==> src/rtl/chan_capture_pkg.sv <==
// Shared types and field positions for the startBuffer capture controller.
// Bit indices refer to the software-written startBuffer control word.
package chan_capture_pkg;

  typedef enum logic [1:0] {
    IDLE    = 2'd0,
    ARMED   = 2'd1,
    CAPTURE = 2'd2,
    DONE    = 2'd3
  } state_t;

  localparam int START_BIT = 0;
  localparam int ABORT_BIT = 1;
  localparam int SYNC_BIT  = 2;
  localparam int LEN_LSB   = 16;

  localparam int STAT_BUSY_BIT  = 31;
  localparam int STAT_DONE_BIT  = 30;
  localparam int STAT_COUNT_LSB = 0;
  localparam int STAT_COUNT_W   = 16;

endpackage

==> src/rtl/startbuffer_capture_ctrl_edge_detect.sv <==
// Per-bit rising-edge detector; history resets to one so bits already high
// when reset releases are not seen as edges.
module reg_edge_detect #(
  parameter int W = 1
) (
  input  logic         clk,
  input  logic         rst_n,
  input  logic [W-1:0] level,
  output logic [W-1:0] rise
);

  logic [W-1:0] hist;

  always_ff @(posedge clk or negedge rst_n) begin
    if (!rst_n) hist <= '1;
    else        hist <= level;
  end

  assign rise = level & ~hist;

endmodule

==> src/rtl/startbuffer_capture_ctrl.sv <==
// One-shot capture of len_m1+1 samples into a BRAM write port, armed by the
// startBuffer control word, with a status word for software readback.
module startbuffer_capture_ctrl
  import chan_capture_pkg::*;
#(
  parameter int DATA_W = 32,
  parameter int ADDR_W = 10
) (
  input  logic              user_clk,
  input  logic              user_rst_n,
  input  logic [31:0]       start_reg,
  input  logic [DATA_W-1:0] data_in,
  input  logic              data_valid,
  input  logic              sync_in,
  output logic [ADDR_W-1:0] bram_addr,
  output logic [DATA_W-1:0] bram_din,
  output logic              bram_we,
  output logic              busy,
  output logic              done,
  output logic [31:0]       status
);

  localparam int CNT_W = ADDR_W + 1;

  state_t            state, next_state;
  logic [CNT_W-1:0]  count;
  logic [ADDR_W-1:0] len_m1;
  logic              start_pulse, abort_pulse;
  logic              accept_start, write_en, last_sample;
  logic              unused_bits;

  assign unused_bits = ^{start_reg[31:LEN_LSB+ADDR_W], start_reg[LEN_LSB-1:SYNC_BIT+1]};

  reg_edge_detect #(.W(1)) u_start_edge (
    .clk   (user_clk),
    .rst_n (user_rst_n),
    .level (start_reg[START_BIT]),
    .rise  (start_pulse)
  );

  reg_edge_detect #(.W(1)) u_abort_edge (
    .clk   (user_clk),
    .rst_n (user_rst_n),
    .level (start_reg[ABORT_BIT]),
    .rise  (abort_pulse)
  );

  // count is cleared on every accepted start, so it doubles as the sample index
  assign last_sample = (count == {1'b0, len_m1});

  always_comb begin
    next_state   = state;
    accept_start = 1'b0;
    write_en     = 1'b0;
    case (state)
      IDLE, DONE: begin
        // abort wins over a simultaneous start
        if (start_pulse && !abort_pulse) begin
          accept_start = 1'b1;
          next_state   = start_reg[SYNC_BIT] ? ARMED : CAPTURE;
        end
      end
      ARMED: begin
        if (abort_pulse) begin
          next_state = IDLE;
        end else if (data_valid && sync_in) begin
          write_en   = 1'b1;
          next_state = last_sample ? DONE : CAPTURE;
        end
      end
      CAPTURE: begin
        if (abort_pulse) begin
          next_state = IDLE;
        end else if (data_valid) begin
          write_en = 1'b1;
          if (last_sample) next_state = DONE;
        end
      end
      default: next_state = IDLE;
    endcase
  end

  always_ff @(posedge user_clk or negedge user_rst_n) begin
    if (!user_rst_n) begin
      state     <= IDLE;
      busy      <= 1'b0;
      done      <= 1'b0;
      bram_we   <= 1'b0;
      bram_addr <= '0;
      bram_din  <= '0;
      count     <= '0;
      len_m1    <= '0;
    end else begin
      state   <= next_state;
      busy    <= (next_state == ARMED) || (next_state == CAPTURE);
      done    <= (next_state == DONE);
      bram_we <= write_en;
      if (accept_start) begin
        len_m1    <= start_reg[LEN_LSB +: ADDR_W];
        count     <= '0;
        bram_addr <= '0;
      end
      if (write_en) begin
        bram_din  <= data_in;
        bram_addr <= count[ADDR_W-1:0];
        count     <= count + 1'b1;
      end
    end
  end

  assign status = {busy, done, 14'b0, {(STAT_COUNT_W-CNT_W){1'b0}}, count};

endmodule

==> config.mk <==
export PLATFORM = sky130hd
export DESIGN_NAME = startbuffer_capture_ctrl
export DESIGN_NICKNAME = d
export VERILOG_FILES = /design/src/rtl/chan_capture_pkg.sv /design/src/rtl/startbuffer_capture_ctrl_edge_detect.sv /design/src/rtl/startbuffer_capture_ctrl.sv
export SDC_FILE = /design/constraint.sdc
export NUM_CORES = 1
export LEC_CHECK = 0
export BUFFER_PORTS_ARGS = -buffer_cell sky130_fd_sc_hd__clkbuf_2
export CORE_MARGIN = 10
export CORE_UTILIZATION = 47
export DETAILED_ROUTE_END_ITERATION = 8
export MAX_ROUTING_LAYER = met4
export PLACE_DENSITY = 0.88
export SYNTH_ARGS = -nofsm -noshare
export SYNTH_HDL_FRONTEND = slang
export SYNTH_SLANG_ARGS = --single-unit
==> constraint.sdc <==
create_clock -name user_clk -period 3.2 [get_ports user_clk]
set_clock_uncertainty 0.2 [all_clocks]
set_input_delay 0.32 -clock user_clk [delete_from_list [all_inputs] [get_ports user_clk]]
set_output_delay 0.32 -clock user_clk [all_outputs]
set_load 0.005 [all_outputs]
==> out/results.txt, run 1 <==
Hold_sp -> start_reg[16]
Pins Over Slew Limit -> 0
Drt drc -> 0
Gr usage total -> 0.160
Hold/Removal Path Class -> in -> reg
Top-count cell post-synth -> nand2_1
Ratio of cells with drive above 1 in the final layout -> 0.304
Site Rows -> 30
P&R area growth vs syn -> 32.8%
Crit. End Element -> flip-flop
Vias per cell -> 4.83
Combinational Power Share -> 0.282
CP peak stage delay -> 0.74 ns
Crit Path Class -> reg -> reg
Setup slack after layout -> 0.466 ns
Grt total ovfl -> 0
Fraction of registers with async set/reset -> 1.00
CORE AREA -> 6760 um2
Ant diodes -> 0
Crit-path cells -> inv_1, ha_1, or4_2, buf_4, o311ai_1, o41ai_2
Largest net degree at the start of global routing -> 37
Worst reg2reg setup slack -> 0.47 ns
Cell Area, Placed -> 3730 um2
Sw frac -> 0.315
Die ar. -> 10600 um2
Crit. Startpoint -> state[0]$_DFF_PN0_
Critical Path AT -> 2.74 ns
GP Congestion -> 0.811
WL final -> 8410 um
Number of cells on the critical path -> 6
Period utilization -> 0.854
Total CTS buffers -> 9
H-Tree Depth -> 3
RSZ-0062 raised after global routing -> no
Post-synthesis sequential area ratio -> 0.541
Final setup fails -> 0
Number of cells on the worst hold path -> 2
Pwr dens -> 658 nW/um2
Cells after Synth -> 332
R2r endpoint -> count[10]$_DFFE_PN0P_
Drt wl/cell -> 15.1 um
CTS Sinks -> 70
Hold Fails Final Rpt -> 0
Mean Syn Cell Area -> 9.77 um2
Largest family of logic cells by synthesized area -> simple AND/OR/NAND/NOR gates
Internal power -> 1.94 mW
Synth area leaders -> dfrtp_1, nand2_1, buf_4
Fmax -> 0.366 GHz
Max_cap viols -> 0
CP Buf/Inv Count -> 2
IO Port Bufs -> 106
Synth Area in Adders -> 0.0154
Synth top cells by count -> nand2_1, dfrtp_1, buf_4
Synthesized area -> 3240 um2
Post-synth EDFFs -> 0
Outcome -> complete, no violations
Clock power frac -> 0.255
Vias in the first global route -> 2725
1st-iter DRT viols -> 82
Compound-cell area share of the yosys netlist -> 0.0528
Measured slew at the worst slew-check pin -> 0.561 ns
Crit-path max FO -> 36
Initial antenna violation count -> 0
Routed Antenna Nets -> 0
Crit start category -> flip-flop
Clk slew on worst S/H paths -> 0.08 ns
Reg-to-Reg Start -> state[0]$_DFF_PN0_
Distinct cells, synth -> 43
Minimum clock period -> 2.73 ns
Via count -> 2690
Max transition margin -> 0.616
Syn. warnings -> 0
Yosys top cell by area -> dfrtp_1
Die Wd -> 103 um
Synth top area share -> 0.524
R2R depth -> 6
Nets@finish -> 544
# IOs -> 145
#FFs+latches synth -> 70
Simple logic cell fraction of the synthesized area -> 0.207
Critical Path RT -> 3.20 ns
Design area -> 4310 um2
Initial Util -> 0.480
Clock Latency Late Sink -> 0.33 ns
Cts repair resizes -> 0
Top_reg_cell synth -> dfrtp_1
Critical Path Slowest Stage Cell -> or4_2
Top delay family on crit path -> simple AND/OR/NAND/NOR gates
Setup TNS -> 0 ns
Setup WS pre-CTS -> 0.461 ns
First-pass GRT wire length -> 13200 um
Hold buffer count at CTS -> 36
Setup Buffers After CTS -> 0
Mux contribution to synthesized area -> 0.0609
Net Sw Power -> 0.893 mW
Xor and xnor fraction of the mapped netlist area -> 0.0324
Max clock buf depth -> 2
Seq pwr share -> 0.463
Worst VDD drop -> 502 uV
Drt pass-1 iters -> 5
Worst hold endpoint -> len_m1[0]$_DFFE_PN0P_
Detailed Place HPWL -> 5990 um
Leak -> 2.36 nW
Root buf cell -> clkbuf_8
Chip height -> 103 um
CTS tree -> built
## final cells by class
cell class | instances | area (um2)
tap | 80 | 100
multi-input combinational | 234 | 1270
inverter | 8 | 30.0
sequential | 70 | 1750
clock buffer | 12 | 155
timing repair buffer | 149 | 946
fill | 552 | 2450
clock inverter | 4 | 55.1
## worst max-delay path by stage
stage	slack [ns]	to
final	0.47	count[10]$_DFFE_PN0P_
after global routing	0.34	count[10]$_DFFE_PN0P_
after CTS	0.45	count[10]$_DFFE_PN0P_
after detailed placement	0.46	count[10]$_DFFE_PN0P_
after global placement	0.58	count[7]$_DFFE_PN0P_
after floorplan	1.01	count[7]$_DFFE_PN0P_
## metal layers
metal,GRT usage,part of all wire
met3,0.0536,0.075
met2,0.273,0.50
met5,-,0
met1,0.179,0.41
met4,0.0353,0.0074
## per-stage QoR
step	instances	power, mW	hold slack [ns]	util
after floorplan	350	1.75	-0.176	-
after global placement	504	2.04	0.0197	0.552
after detailed placement	504	2.09	0.0280	0.552
after CTS	556	2.86	0.000401	0.636
after global routing	557	3.03	0.000456	0.638
final	557	2.83	0.0128	0.638
## flip-flops by register name (all words and copies together) (netlist names), 2 cells and up
| name | cells |
|---|---|
| count | 11 |
| bram_din | 32 |
| bram_addr | 10 |
| state | 2 |
| len_m1 | 10 |
## cells in the final DEF, fill, tap and decap left out, types with 3 or more instances in the layout
cell / n
buf_4: 6
clkbuf_2: 105
clkbuf_8: 11
conb_1: 19
dfrtp_1: 68
dlygate4sd3_1: 37
ha_1: 4
inv_1: 6
mux2_2: 10
mux2i_1: 7
nand2_1: 122
nand3_1: 16
nand4_1: 4
nor3_1: 3
o211ai_1: 3
o21ai_0: 5
xor2_1: 11
## power groups by stage
stage	combinational [mW]	sequential [mW]	clock (mW)
after CTS	0.806	1.31	0.747
after detailed placement	0.768	1.33	0
after floorplan	0.434	1.32	0
final	0.798	1.31	0.723
after global placement	0.732	1.30	0
after global routing	0.898	1.35	0.784
## logic make-up (layout without fill, tap and decap cells)
group | count (synthesis) | count (layout)
AOI/OAI and AO/OA | 22 | 22
xor gates and xnor gates | 12 | 12
adders and majority gates | 4 | 4
buffers and inverters | 46 | 173
DFF | 70 | 70
muxes | 18 | 18
other | 1 | 19
and+or+nand+nor | 159 | 159
No activity file was read; power rests on OpenSTA's default activity.
==> run 2, diff against run 1 <==
--- a/config.mk
+++ b/config.mk
@@ -7,10 +7,11 @@
 export LEC_CHECK = 0
 export BUFFER_PORTS_ARGS = -buffer_cell sky130_fd_sc_hd__clkbuf_2
 export CORE_MARGIN = 10
-export CORE_UTILIZATION = 47
+export CORE_UTILIZATION = 49
+export CTS_BUF_LIST = sky130_fd_sc_hd__clkbuf_4
 export DETAILED_ROUTE_END_ITERATION = 8
 export MAX_ROUTING_LAYER = met4
-export PLACE_DENSITY = 0.88
+export PLACE_DENSITY = 0.91
 export SYNTH_ARGS = -nofsm -noshare
 export SYNTH_HDL_FRONTEND = slang
 export SYNTH_SLANG_ARGS = --single-unit
==> run 2 against run 1 <==
Net effect:
- register-to-register slack got worse by 0.06 ns
- largest cell class unchanged
- highest routed layer unchanged
- global-route usage increased by 2.4 points
- largest power group unchanged
- non-clock buffer count is 7 higher
- critical endpoint is now count[9]$_DFFE_PN0P_
- die area is 3.3% lower
==> out/results.txt, run 2 (synthesis gave the netlist of run 1 again) <==
Outcome -> complete, no violations
Max clock buf depth -> 2
Ant diodes -> 0
Vias in the first global route -> 2954
Pwr dens -> 652 nW/um2
GP Congestion -> 0.879
CTS Sinks -> 70
Ratio of cells with drive above 1 in the final layout -> 0.295
IO Port Bufs -> 106
Crit Path Class -> reg -> reg
Crit. Startpoint -> state[0]$_DFF_PN0_
Hold Fails Final Rpt -> 0
Measured slew at the worst slew-check pin -> 0.927 ns
RSZ-0062 raised after global routing -> no
Cts repair resizes -> 0
Max transition margin -> 0.382
Die Wd -> 101 um
Detailed Place HPWL -> 5870 um
Root buf cell -> clkbuf_4
Crit-path cells -> inv_1, ha_1, or4_2, buf_4, o311ai_1, o41ai_2
Clock Latency Late Sink -> 0.40 ns
Drt drc -> 0
Commonest non-fill, non-tap cell in the layout -> nand2_1
Nets@finish -> 551
Critical Path AT -> 2.87 ns
H-Tree Depth -> 3
Biggest register -> bram_din
WL final -> 8950 um
First-pass GRT wire length -> 14900 um
Drt pass-1 iters -> 4
CTS tree -> built
Worst VDD drop -> 410 uV
Critical Path RT -> 3.28 ns
Crit. End Element -> flip-flop
Final setup fails -> 0
Hold/Removal Path Class -> in -> reg
Chip height -> 101 um
Crit-path max FO -> 59
Period utilization -> 0.873
Tot Pwr -> 2.83 mW
1st-iter DRT viols -> 131
# IOs -> 145
Via count -> 2805
CP peak stage delay -> 0.71 ns
Hold_sp -> start_reg[2]
Crit start category -> flip-flop
Pins Over Slew Limit -> 0
Setup TNS -> 0 ns
Critical Path Slowest Stage Cell -> or4_2
Most frequent cells in the layout -> nand2_1, clkbuf_2, dfrtp_1
Initial Util -> 0.508
Site Rows -> 29
CORE AREA -> 6390 um2
Vias per cell -> 5.00
Leak -> 2.38 nW
Routed Antenna Nets -> 0
Top Registers -> bram_din (32), count (11)
Drt wl/cell -> 16.0 um
Gr usage total -> 0.185
Grt total ovfl -> 0
Fmax -> 0.358 GHz
Largest register FFs -> 32
P&R area growth vs syn -> 33.9%
Max_cap viols -> 0
Clk slew on worst S/H paths -> 0.12 ns
Total CTS buffers -> 9
Largest net degree at the start of global routing -> 60
Die ar. -> 10300 um2
Reg-to-Reg Start -> state[0]$_DFF_PN0_
Minimum clock period -> 2.79 ns
Initial antenna violation count -> 0
run 2: final cells by class:
cell class / instances / area [um2]
inverter: 8 / 30.0
clock buffer: 9 / 67.6
sequential: 70 / 1750
tap: 77 / 96.3
clock inverter: 7 / 111
timing repair buffer: 156 / 1020
fill: 497 / 2040
multi-input combinational: 234 / 1270
run 2: repair_timing:
action / in CTS / in global routing
endpoints found under the hold margin: 81 / 0
hold buffers: 45 / 0
setup buffers: 0 / 0
run 2: path summary, 6_finish.rpt:
path | end | slack [ns] | cells after the start
max reg2reg | count[9]$_DFFE_PN0P_ | 0.41 | 6
min reg2reg | bram_din[20]$_DFFE_PN0P_ | 0.29 | 2
min in group asynchronous | bram_din[24]$_DFFE_PN0P_ | 0.37 | 2
min | state[1]$_DFF_PN0_ | 0.15 | 3
max | count[9]$_DFFE_PN0P_ | 0.41 | 6
max in group asynchronous | count[6]$_DFFE_PN0P_ | 1.64 | 3
run 2: critical path, delay by kind of cell, from the launching register on:
family                     cells  cell delay [ns]
adders and majority gates      1             0.38
AOI/OAI and AO/OA              2             0.54
buffers and inverters          2             0.41
DFF                            1             0.43
and+or+nand+nor                1             0.71
run 2: metrics by stage:
stage	util	cell area [um2]	instances	setup WS, ns	hold WS, ns
after floorplan	-	3310	350	1.01	-0.176
after global placement	0.582	3720	500	0.532	0.231
after detailed placement	0.582	3720	500	0.443	0.233
after CTS	0.680	4350	561	0.421	0.0687
after global routing	0.680	4350	561	0.270	0.128
final	0.680	4350	561	0.406	0.155
run 2: metal layers:
layer / track usage / share of wire
met1: 0.212 / 0.40
met3: 0.0395 / 0.067
met4: 0.0589 / 0.0092
met2: 0.313 / 0.52
met5: - / 0
run 2: where the power goes:
group	switching (mW)	leakage (nW)	internal, mW
Combinational	0.422	1.38	0.392
Sequential	0.163	0.907	1.14
Clock	0.318	0.0954	0.392
Total	0.903	2.38	1.93
==> run 3, diff against run 2 <==
--- a/config.mk
+++ b/config.mk
@@ -5,6 +5,7 @@
 export SDC_FILE = /design/constraint.sdc
 export NUM_CORES = 1
 export LEC_CHECK = 0
+export ABC_AREA = 1
 export BUFFER_PORTS_ARGS = -buffer_cell sky130_fd_sc_hd__clkbuf_2
 export CORE_MARGIN = 10
 export CORE_UTILIZATION = 49
==> run 3 against run 2 <==
Net effect:
- sequential share of layout area grew 0.54 points
- clock power shrank 34%
- routed wire length grew 2.8%
- critical path depth grew 3
- via count grew 5.4%
- total power grew 1.1%
- fmax grew 21%
- non-clock buffer count shrank 2
- critical endpoint is now bram_addr[0]$_DFFE_PN0P_
- largest power group unchanged
- highest routed layer unchanged
==> out/results.txt, run 3 <==
Outcome -> complete, no violations
Top-count cell post-synth -> nand2_1
Measured slew at the worst slew-check pin -> 0.847 ns
Fraction of registers with async set/reset -> 1.00
Ant diodes -> 0
GP Congestion -> 0.904
Cell Area, Placed -> 3730 um2
CTS Sinks -> 70
Crit start category -> flip-flop
Site Rows -> 29
First-pass GRT wire length -> 14800 um
Hold/Removal Path Class -> in -> reg
Worst VDD drop -> 373 uV
CP peak stage delay -> 0.41 ns
Drt drc -> 0
RSZ-0062 raised after global routing -> no
Fin util -> 0.668
Die ar. -> 10300 um2
Minimum clock period -> 2.32 ns
Hold buffer count at CTS -> 45
Setup TNS -> 0 ns
Drt wl/cell -> 15.1 um
IO Port Bufs -> 106
P&R area growth vs syn -> 31.6%
Syn. warnings -> 0
Top delay family on crit path -> buffers and inverters
Vias in the first global route -> 3034
Top Registers -> bram_din (32), count (11)
1st-iter DRT viols -> 168
Fmax -> 0.432 GHz
Commonest non-fill, non-tap cell in the layout -> nand2_1
Cts repair resizes -> 0
# IOs -> 145
Max clock buf depth -> 2
Max_cap viols -> 0
Routed Antenna Nets -> 0
CORE AREA -> 6420 um2
Crit-path max FO -> 30
Period utilization -> 0.724
Mean Syn Cell Area -> 8.62 um2
Largest register FFs -> 32
Total CTS buffers -> 9
Leak -> 2.36 nW
Most frequent CP cell -> nor2_2
Critical Path Slowest Stage Cell -> buf_4
Most frequent cells in the layout -> nand2_1, clkbuf_2, dfrtp_1
Hold Fails Final Rpt -> 0
Gr usage total -> 0.187
Post-synth EDFFs -> 0
Synth area leaders -> dfrtp_1, nand2_1, buf_4
Crit. End Element -> flip-flop
Critical Path RT -> 3.32 ns
Hold slack -> 0.127 ns
CP Buf/Inv Count -> 3
Root buf cell -> clkbuf_4
Drt pass-1 iters -> 4
Grt total ovfl -> 0
CTS tree -> built
Post-synthesis sequential area ratio -> 0.538
Detailed Place HPWL -> 6080 um
Crit-path cells -> inv_1, ha_1, nor2_2, nand2_1, nor2_2, inv_2, buf_4, nand3_1, o21ai_0
Design area -> 4290 um2
Nets@finish -> 598
Critical Path AT -> 2.43 ns
Clk slew on worst S/H paths -> 0.10 ns
Vias per cell -> 4.86
Max transition margin -> 0.435
Die Wd -> 102 um
Pins Over Slew Limit -> 0
H-Tree Depth -> 3
Synth top cells by count -> nand2_1, dfrtp_1, buf_4
Ratio of cells with drive above 1 in the final layout -> 0.277
Via count -> 2956
Chip height -> 102 um
Yosys top cell by area -> dfrtp_1
Tot Pwr -> 2.86 mW
Crit Path Class -> reg -> reg
Pwr dens -> 668 nW/um2
Largest net degree at the start of global routing -> 71
Initial Util -> 0.507
Distinct cells, synth -> 31
Biggest register -> bram_din
WL final -> 9200 um
Setup Buffers After CTS -> 0
Initial antenna violation count -> 0
Synth top area share -> 0.522
Synthesized area -> 3260 um2
Clock Latency Late Sink -> 0.40 ns
Final setup fails -> 0
Top_reg_cell synth -> dfrtp_1
#FFs+latches synth -> 70
Cells after Synth -> 378
## run 3: changes by cell type after synthesis, moves of 4 or more
cell / delta
nand2_1: +29
inv_1: +17
a21oi_1: +15
nor2_1: +15
xor2_1: -10
mux2_2: -9
mux2i_1: -7
o21ai_0: +7
clkbuf_1: -4
nor2_2: +4
## run 3: metal layers
layer,global-route usage,wire length [um],vias up
met5,-,0,-
met3,0.0347,509,22
met1,0.203,3730,1378
met4,0.102,278,0
li1,-,-,1437
met2,0.316,4690,119
## run 3: layout make-up
cell class | count | area [um2]
fill | 512 | 2130
sequential | 70 | 1750
multi-input combinational | 263 | 1220
timing repair buffer | 154 | 1010
inverter | 28 | 105
tap | 77 | 96.3
clock buffer | 11 | 82.6
clock inverter | 5 | 26.3
## run 3: per-stage QoR
step	setup slack, ns	std cells
2_1_floorplan	1.37	396
3_3_place_gp	0.999	547
3_5_place_dp	0.907	547
4_1_cts	0.879	608
5_1_grt	0.681	608
6_report	0.885	608
## run 3: power breakdown
part           switching [mW]  internal, mW
combinational           0.579         0.441
sequential              0.184          1.19
clock                   0.300         0.171
total                    1.06          1.80
## run 3: final timing paths
path	startpoint	to	slack, ns	cells past startpoint
max	state[0]$_DFF_PN0_	bram_addr[0]$_DFFE_PN0P_	0.88	9
min	start_reg[2]	state[0]$_DFF_PN0_	0.13	5
max reg2reg	state[0]$_DFF_PN0_	bram_addr[0]$_DFFE_PN0P_	0.88	9
min reg2reg	bram_din[14]$_DFFE_PN0P_	bram_din[14]$_DFFE_PN0P_	0.28	2
max in group asynchronous	user_rst_n	bram_din[23]$_DFFE_PN0P_	1.86	2
min in group asynchronous	user_rst_n	count[2]$_DFFE_PN0P_	0.37	2
## run 3: cells by family after synthesis
group                      share of synthesized area
adders and majority gates                     0.0154
other                                        0.00115
DFF                                            0.538
and+or+nand+nor                                0.250
xor gates and xnor gates                     0.00538
muxes                                        0.00346
AOI/OAI and AO/OA                             0.0772
buffers and inverters                          0.109
## run 3: worst min-delay path: cells and delay by family
kind / cells / cell delay (ns)
AOI/OAI and AO/OA: 1 / 0.12
buffers and inverters: 2 / 0.12
and+or+nand+nor: 2 / 0.13
